==> config.mk <==
export PLATFORM = sky130hd
export DESIGN_NAME = store_commit_queue
export DESIGN_NICKNAME = d
export VERILOG_FILES = /design/src/rtl/store_commit_queue.sv
export SDC_FILE = /design/constraint.sdc
export NUM_CORES = 1
export LEC_CHECK = 0
export CAP_MARGIN = 5
export CORE_ASPECT_RATIO = 0.9
export CORE_MARGIN = 2
export CORE_UTILIZATION = 58
export CTS_CLUSTER_SIZE = 10
export DETAILED_ROUTE_END_ITERATION = 7
export GPL_ROUTABILITY_DRIVEN = 0
export PLACE_DENSITY = 0.78
export SETUP_SLACK_MARGIN = 0.3
export SLEW_MARGIN = 30
export SYNTH_ARGS = -nofsm -noshare
export SYNTH_HDL_FRONTEND = slang
export SYNTH_SLANG_ARGS = --single-unit
==> constraint.sdc <==
create_clock -name clk -period 11.1 [get_ports clk]
set_input_delay 1.11 -clock clk [delete_from_list [all_inputs] [get_ports clk]]
set_output_delay 1.11 -clock clk [all_outputs]
set_load 0.01 [all_outputs]
==> src/rtl/store_commit_queue.sv <==
// In-order store drain queue: holds resolved stores until ROB commit, then writes
// them to memory one at a time; rollback discards the uncommitted tail.
module store_commit_queue #(
   parameter int unsigned DEPTH     = 8,
   parameter int unsigned TAG_WIDTH = 4
) (
   input  logic                 clk,
   input  logic                 rst,
   input  logic                 rollback_in,
   input  logic                 push_in,
   input  logic [TAG_WIDTH-1:0] push_tag_in,
   input  logic [31:0]          push_addr_in,
   input  logic [31:0]          push_data_in,
   input  logic [1:0]           push_size_in,
   input  logic                 commit_lsb_signal_in,
   input  logic [TAG_WIDTH-1:0] commit_tag_in,
   input  logic [31:0]          ld_addr_in,
   output logic                 hazard_out,
   output logic                 full_out,
   output logic                 idle_out,
   output logic                 mem_req_out,
   output logic [31:0]          mem_addr_out,
   output logic [31:0]          mem_data_out,
   output logic [1:0]           mem_size_out,
   input  logic                 mem_done_in
);

   localparam int unsigned PTR_W = (DEPTH > 1) ? $clog2(DEPTH) : 1;
   localparam int unsigned CNT_W = PTR_W + 1;

   localparam logic [0:0] IDLE     = 1'b0;
   localparam logic [0:0] WAIT_MEM = 1'b1;

   typedef struct packed {
      logic [TAG_WIDTH-1:0] tag;
      logic [31:0]          addr;
      logic [31:0]          data;
      logic [1:0]           size;
   } entry_t;

   entry_t           ent [DEPTH];
   logic [DEPTH-1:0] valid;
   logic [DEPTH-1:0] committed;
   logic [PTR_W-1:0] head;
   logic [PTR_W-1:0] tail;
   logic [CNT_W-1:0] count;

   logic [DEPTH-1:0] commit_hit;
   logic [DEPTH-1:0] committed_upd;
   logic [DEPTH-1:0] valid_next;
   logic [DEPTH-1:0] committed_next;
   logic [CNT_W-1:0] n_committed;
   logic [PTR_W-1:0] head_next;
   logic [PTR_W-1:0] tail_next;
   logic [CNT_W-1:0] count_next;
   logic             push_ok;
   logic             pop;

   logic [0:0]       state;
   logic [0:0]       state_next;
   logic             req_next;
   logic [31:0]      addr_next;
   logic [31:0]      data_next;
   logic [1:0]       size_next;

   // Low address bits never matter for the word-granular hazard compare
   logic [1:0]       unused_ld_low;
   assign unused_ld_low = ld_addr_in[1:0];

   // Status outputs straight from register state
   always_comb begin
      full_out   = (count == CNT_W'(DEPTH));
      idle_out   = (count == '0) && (state == IDLE);
      hazard_out = 1'b0;
      for (int unsigned i = 0; i < DEPTH; i++) begin
         if (valid[i] && (ent[i].addr[31:2] == ld_addr_in[31:2])) begin
            hazard_out = 1'b1;
         end
      end
   end

   // Commit matching and committed-prefix length (commit lands before any truncation)
   always_comb begin
      commit_hit  = '0;
      n_committed = '0;
      for (int unsigned i = 0; i < DEPTH; i++) begin
         commit_hit[i] = commit_lsb_signal_in && valid[i] && !committed[i] &&
                         (ent[i].tag == commit_tag_in);
      end
      committed_upd = committed | commit_hit;
      for (int unsigned i = 0; i < DEPTH; i++) begin
         n_committed = n_committed + CNT_W'(valid[i] && committed_upd[i]);
      end
   end

   // Full is judged before the pop, so a push into a full queue is dropped even on a pop cycle
   assign push_ok = push_in && !full_out && !rollback_in;
   assign pop     = (state == WAIT_MEM) && mem_done_in;

   // Next pointer, count and per-entry flag state
   always_comb begin
      valid_next     = valid;
      committed_next = committed_upd;
      head_next      = head;
      tail_next      = tail;
      count_next     = count;

      if (rollback_in) begin
         valid_next     = valid & committed_upd;
         committed_next = committed_upd & valid_next;
      end
      if (pop) begin
         valid_next[head]     = 1'b0;
         committed_next[head] = 1'b0;
         head_next            = head + PTR_W'(1);
      end
      if (push_ok) begin
         valid_next[tail]     = 1'b1;
         committed_next[tail] = 1'b0;
      end

      // Truncated tail counts from the pre-pop head, which the in-flight entry still occupies
      if (rollback_in) begin
         tail_next  = head + PTR_W'(n_committed);
         count_next = n_committed - CNT_W'(pop);
      end else begin
         tail_next  = push_ok ? tail + PTR_W'(1) : tail;
         count_next = count + CNT_W'(push_ok) - CNT_W'(pop);
      end
   end

   // Queue state
   always_ff @(posedge clk) begin
      if (rst) begin
         valid     <= '0;
         committed <= '0;
         head      <= '0;
         tail      <= '0;
         count     <= '0;
      end else begin
         valid     <= valid_next;
         committed <= committed_next;
         head      <= head_next;
         tail      <= tail_next;
         count     <= count_next;
      end
   end

   // Entry payload storage
   always_ff @(posedge clk) begin
      if (rst) begin
         for (int unsigned i = 0; i < DEPTH; i++) begin
            ent[i] <= '0;
         end
      end else if (push_ok) begin
         ent[tail] <= '{tag:  push_tag_in,
                        addr: push_addr_in,
                        data: push_data_in,
                        size: push_size_in};
      end
   end

   // Drain FSM: next state and next registered memory interface
   always_comb begin
      state_next = state;
      req_next   = mem_req_out;
      addr_next  = mem_addr_out;
      data_next  = mem_data_out;
      size_next  = mem_size_out;

      case (state)
         IDLE: begin
            if (valid[head] && committed[head]) begin
               req_next   = 1'b1;
               addr_next  = ent[head].addr;
               data_next  = ent[head].data;
               size_next  = ent[head].size;
               state_next = WAIT_MEM;
            end
         end
         WAIT_MEM: begin
            if (mem_done_in) begin
               req_next   = 1'b0;
               state_next = IDLE;
            end
         end
         default: begin
            req_next   = 1'b0;
            state_next = IDLE;
         end
      endcase
   end

   // Drain FSM registers
   always_ff @(posedge clk) begin
      if (rst) begin
         state        <= IDLE;
         mem_req_out  <= 1'b0;
         mem_addr_out <= '0;
         mem_data_out <= '0;
         mem_size_out <= '0;
      end else begin
         state        <= state_next;
         mem_req_out  <= req_next;
         mem_addr_out <= addr_next;
         mem_data_out <= data_next;
         mem_size_out <= size_next;
      end
   end

endmodule

==> results of run 1 <==
-- tightest hold or removal path: stages, from the launching register on --
cell and delay (ps):
dfxtp_1 340, nand2_1 60, a21oi_1 60
-- cells by family after synthesis --
| family | Yosys count | synth area share, % |
|---|---|---|
| simple gates | 721 | 14.3 |
| flops | 654 | 58.8 |
| xor+xnor | 282 | 7.77 |
| mux | 199 | 11.5 |
| buf+inv | 195 | 2.62 |
| compound gates | 194 | 4.06 |
| fa+ha+maj | 20 | 0.929 |
-- per-layer routing --
layer / track usage, % / wire length [microns]
met5: 0 / 12
met4: 9.87 / 2530
met3: 6.73 / 9420
met2: 48.4 / 40300
met1: 44.6 / 34900
-- layout by cell type, fill, tap and decap left out, types with 7 or more instances in the layout --
cell               n
a2111oi_0         14
a211oi_1          72
a21oi_1           75
a41oi_1            8
and2_1           511
and2_2            50
buf_4             31
clkbuf_1          54
clkbuf_16         78
clkdlybuf4s50_1  177
dfxtp_1           91
edfxtp_1         560
ha_1              14
inv_1             27
mux2i_1           67
mux4_2           132
nand2_1           17
nand2b_1           7
nand3_1           12
nand4_1           58
nor2_1            14
nor3_1            11
nor4_1            16
or2_2              8
xnor2_1          254
xor2_1            28
-- sequential cells by signal (all words and copies together), names as in the netlist --
signal and cells:
ent 560, mem_addr_out 32, mem_data_out 32, committed 8
valid 8, count 4, head 3, tail 3
mem_size_out 2, mem_req_out 1, state 1
-- where the power goes --
group	switching, uW	internal, uW	leakage, uW	total [uW]
sequential	45.2	2760	0.00656	2800
clock	972	1340	0.00108	2310
combinational	246	155	0.00458	401
-- area by class of cell --
type                    instances  area share [%]
clock buffers                 135            6.01
diodes                          2          0.0137
clock inverters                 7           0.168
well taps                     705            2.42
flip-flops and latches        654            51.2
inverters                      27           0.277
repair buffers                219            6.04
multi-input cells            1416            33.9
-- through the flow --
step | setup WS [ps] | cells
after detailed placement | 5070 | 3020
after global placement | 5050 | 3014
final | 5660 | 3165
after floorplan | 1710 | 2265
after global routing | 5350 | 3165
after CTS | 5710 | 3162
-- worst max-delay path by stage --
stage          slack, ps  cells after the start        startpoint            to
3_3_place_gp        5050                     17  commit_tag_in[2]       tail[2]
5_1_grt             5350                     17  commit_tag_in[3]       tail[2]
4_1_cts             5710                     17  commit_tag_in[3]       tail[2]
6_report            5660                     17  commit_tag_in[1]       tail[2]
3_5_place_dp        5070                     17  commit_tag_in[3]       tail[2]
2_1_floorplan       1710                      5       rollback_in  committed[0]
==> impl_metrics.env, run 1 <==
export IMPL_hp_start="mem_req_out"
export IMPL_ios=182
export IMPL_final_max_slew_viol_count=0
export IMPL_drt_iter0_markers=2360
export IMPL_rows=81
export IMPL_synth_top_area_share_pct=52.9
export IMPL_rsz0062_at_grt="no"
export IMPL_cp_common_cell="fa_1"
export IMPL_maxCapViolCount=0
export IMPL_max_slew_margin_rel_pct=37.0
export IMPL_grt_max_degree=102
export IMPL_grt_pass1_wl_mm=129
export IMPL_drt_total_wl_mm=87.1
export IMPL_dieArea_sq_um=56700
export IMPL_ctsLongestPathBuffers=3
export IMPL_initial_core_util_pct=58.6
export IMPL_fillers=3718
export IMPL_setup_tns_ps=0
export IMPL_hold_viol=0
export IMPL_crit_required_ps=11630
export IMPL_drive_gt1_share_pct=14.1
export IMPL_antenna_found_initial=5
export IMPL_power_density_nw_per_um2=151
export IMPL_die_x_microns=251
export IMPL_async_reset_ff_share_pct=0
export IMPL_cts_sinks=654
export IMPL_post_cts_buffers=0
export IMPL_grt_pass1_vias=19800
export IMPL_final_cell_area_sq_um=36500
export IMPL_ff2ff_setup_slack_ps=6540
export IMPL_grt_usage_pct=31.2
export IMPL_postPlaceCellArea_sq_um=34200
export IMPL_hold_end="mem_req_out"
export IMPL_synth_most_common_cell="edfxtp_1"
export IMPL_num_vias=20000
export IMPL_synthFlopType="edfxtp_1"
export IMPL_slowest_delay_ps=780
export IMPL_netlist_top_cells_count="edfxtp_1 (560), and2_1 (512), xnor2_1 (254)"
export IMPL_crit_path_start_kind="input port"
export IMPL_synthTopCellsByArea="edfxtp_1 (53%), and2_1 (10%), mux4_2 (9.4%), xnor2_1 (7.0%), dfxtp_1 (5.9%)"
export IMPL_multi_input_area_sq_um=12400
export IMPL_r2r_end="tail[2]"
export IMPL_cts_tree="yes"
export IMPL_syn_area_per_cell_sq_um=14.0
export IMPL_ys_seq_area_share_pct=58.8
export IMPL_rr_startpoint="ent[3][68]"
export IMPL_grt_overflow=0
export IMPL_drc=0
export IMPL_wl_per_cell_microns=27.5
export IMPL_drt_vias_per_instance=6.31
export IMPL_die_h_microns=226
export IMPL_ant_nets=0
export IMPL_areaGrowthSynthToFinish_pct=14.9
export IMPL_report_power_total_uw=5510
export IMPL_ctsHoldBuffers=0
export IMPL_area_sequential_sq_um=18700
export IMPL_ir_worst_vdd_mv=0.130
export IMPL_clkTransAtPathRegs_ps=60
export IMPL_fin_skew_ps=21.5
export IMPL_critPathTopFamily="adder cells"
export IMPL_fin_crit_sh_pct=49.0
export IMPL_cp_max_fo=8
export IMPL_setup_viol=0
export IMPL_root_buffer="clkbuf_16"
export IMPL_slowest_stage="clkdlybuf4s50_1"
export IMPL_worst_pin_slew_ps=944
export IMPL_cp_arrival_ps=5960
export IMPL_hp_class="flop to flop"
export IMPL_end_kind="flop"
export IMPL_critPathKind="input port to flop"
export IMPL_run_status="completed"
export IMPL_clkLatencyLatePin_ps=620
export IMPL_synth_edf_count=560
export IMPL_ff2ff_path_depth=16
export IMPL_drt_pass1_iter_count=5
export IMPL_fmax_mhz=184
export IMPL_final_util_pct=67.4
export IMPL_post_cts_resized=0
export IMPL_htree_num_levels=3
export IMPL_hpwl_mm=53.9
export IMPL_whs_ps=514
export IMPL_yosys_warnings=0
export IMPL_ys_types=51
export IMPL_nets=2526
export IMPL_cts_buffers=76
export IMPL_yosysTopAreaCell="edfxtp_1"
export IMPL_port_buffers=179
export IMPL_fin_crit_ps=5440
export IMPL_synthCells=2265
export IMPL_leakage_uw=0.0122
export IMPL_syn_nets=2397
export IMPL_core_sq_um=54200
export IMPL_critPathBufInv=4
export IMPL_crit_chain="clkdlybuf4s50_1 -> xor2_1 -> nor3_1 -> a41oi_1 -> nor2_1 -> fa_1 -> inv_1 -> fa_1 -> fa_1 -> inv_1 -> ha_1 -> fa_1 -> inv_1 -> fa_1 -> xnor2_1 -> xnor2_1 -> a211oi_1"
export IMPL_whs_path_depth=2
export IMPL_ys_ff_latch=654
export IMPL_netlist_area_sq_um=31800
Power figures use the tool's default switching activity.
==> run 2: changes to the inputs <==
- CORE_UTILIZATION: 58 -> 54
- PLACE_DENSITY: 0.78 -> 0.76
- clock period: 11.1 -> 4.9 ns (I/O delays scaled with it)
==> impl_metrics.env, run 2 (same netlist as run 1, synthesis figures left out) <==
export IMPL_cp_common_cell="fa_1"
export IMPL_hp_start="rst"
export IMPL_ctsLongestPathBuffers=3
export IMPL_drive_gt1_share_pct=14.9
export IMPL_slowest_delay_ps=550
export IMPL_final_common_cell="edfxtp_1"
export IMPL_startpoint="ent[0][69]"
export IMPL_clkTransAtPathRegs_ps=50
export IMPL_root_buffer="clkbuf_16"
export IMPL_cts_tree="yes"
export IMPL_wl_per_cell_microns=27.7
export IMPL_nets=2539
export IMPL_fin_skew_ps=20.4
export IMPL_cp_max_fo=2
export IMPL_critPathTopFamily="adder cells"
export IMPL_crit_required_ps=5360
export IMPL_whs_path_depth=2
export IMPL_final_cell_count_no_fill=3246
export IMPL_max_slew_margin_rel_pct=30.8
export IMPL_reg_top3="ent x560, mem_addr_out x32, mem_data_out x32"
export IMPL_final_util_pct=63.1
export IMPL_drt_total_wl_mm=89.8
export IMPL_fmax_mhz=228
export IMPL_drt_iter0_markers=2290
export IMPL_antenna_found_initial=6
export IMPL_r2r_end="tail[2]"
export IMPL_hpwl_mm=55.5
export IMPL_rr_startpoint="ent[0][69]"
export IMPL_report_power_total_uw=12500
export IMPL_placed_cells=3102
export IMPL_setup_viol=0
export IMPL_num_vias=19800
export IMPL_drt_pass1_iter_count=5
export IMPL_ff2ff_path_depth=16
export IMPL_most_common_layout_cells="edfxtp_1 (560), and2_1 (511), xnor2_1 (254)"
export IMPL_drt_vias_per_instance=6.10
export IMPL_grt_pass1_vias=20200
export IMPL_fin_crit_sh_pct=89.6
export IMPL_clkLatencyLatePin_ps=610
export IMPL_critPathKind="flop to flop"
export IMPL_initial_core_util_pct=54.5
export IMPL_largest_reg_flops=560
export IMPL_rows=84
export IMPL_grt_max_degree=68
export IMPL_drc=0
export IMPL_worst_pin_slew_ps=1040
export IMPL_htree_num_levels=3
export IMPL_grt_pass1_wl_mm=131
export IMPL_whs_ps=413
export IMPL_multi_input_area_sq_um=12400
export IMPL_grt_usage_pct=29.9
export IMPL_cts_sinks=654
export IMPL_final_max_slew_viol_count=0
export IMPL_die_x_microns=260
export IMPL_fin_crit_ps=4390
export IMPL_crit_chain="xor2_1 -> nor3_2 -> a41oi_2 -> nor2_2 -> fa_1 -> inv_2 -> fa_1 -> fa_1 -> inv_1 -> ha_2 -> fa_1 -> inv_2 -> fa_2 -> xnor2_1 -> xnor2_1 -> a211oi_2"
export IMPL_ant_nets=0
export IMPL_rsz0062_at_grt="no"
export IMPL_ctsHoldBuffers=0
export IMPL_critPathBufInv=3
export IMPL_area_sequential_sq_um=18700
export IMPL_ios=182
export IMPL_path_depth=16
export IMPL_areaGrowthSynthToFinish_pct=15.8
export IMPL_core_sq_um=58300
export IMPL_ir_worst_vdd_mv=0.270
export IMPL_leakage_uw=0.0123
export IMPL_top_register="ent"
export IMPL_cp_arrival_ps=4850
export IMPL_maxCapViolCount=0
export IMPL_crit_path_start_kind="flop"
export IMPL_cp_endpoint="tail[2]"
export IMPL_run_status="completed"
export IMPL_die_h_microns=234
export IMPL_ff2ff_setup_slack_ps=510
export IMPL_cts_buffers=76
export IMPL_power_density_nw_per_um2=341
export IMPL_hold_viol=0
export IMPL_fillers=4228
export IMPL_port_buffers=179
export IMPL_dieArea_sq_um=60800
export IMPL_hp_class="input port to flop"
export IMPL_slowest_stage="fa_1"
export IMPL_grt_overflow=0
export IMPL_end_kind="flop"
run 2: cell types whose count changed in the layout (fill, tap and decap cells not counted), sizes merged:
| cell | change |
|---|---|
| buf | +12 |
| clkbuf | +3 |
| clkdlybuf4s50 | -2 |
| clkinv | -3 |
| diode | +3 |
| dlymetal6s2s | +3 |
| inv | -4 |
run 2: timing repair:
| item | CTS | global route |
|---|---|---|
| resized for setup | 0 | 16 |
| setup endpoints to repair | 0 | 2 |
| buffers inserted | 0 | 1 |
run 2: how the worst min path moves through the flow:
stage / to / slack (ps)
4_1_cts: mem_data_out[18] / 390
3_5_place_dp: mem_req_out / 500
3_3_place_gp: mem_req_out / 500
6_report: mem_data_out[18] / 410
2_1_floorplan: committed[5] / 480
5_1_grt: mem_data_out[18] / 420
run 2: worst reg2reg max path: stages (launching register included):
cell,delay [ps]
edfxtp_1,380
xor2_1,180
nor3_2,220
a41oi_2,150
nor2_2,190
fa_1,460
inv_2,80
fa_1,440
fa_1,520
inv_1,50
ha_2,180
fa_1,550
inv_2,60
fa_2,330
xnor2_1,140
xnor2_1,240
a211oi_2,90
run 2: through the flow:
step / setup TNS [ps] / setup WS (ps) / instance area [sq um]
floorplan: -434530 / -1900 / 31800
global placement: -266 / -222 / 34400
detailed placement: -490 / -291 / 34400
CTS: 0 / 308 / 36700
global route: 0 / 288 / 36800
finish: 0 / 511 / 36800
run 2: final cells by class:
type                    instances  area share (%)
well taps                     774            2.63
repair buffers                232            6.23
multi-input cells            1416            33.8
clock buffers                 138            6.17
inverters                      27           0.276
diodes                          5          0.0340
flip-flops and latches        654            50.9
run 2: where the power goes:
part           total, uW  switching, uW  internal, uW  leakage, uW
combinational        930            570           360      0.00467
clock               5250           2150          3100      0.00108
sequential          6350            106          6250      0.00656
run 2: layer usage:
| metal | vias to the layer above | GRT usage [%] | routed length, microns |
|---|---|---|---|
| met5 | - | 0 | 35 |
| met4 | 6 | 9.93 | 2780 |
| met3 | 203 | 8.90 | 10800 |
| met2 | 1150 | 47.4 | 42000 |
| met1 | 9867 | 39.8 | 34200 |
| li1 | 8570 | - | - |
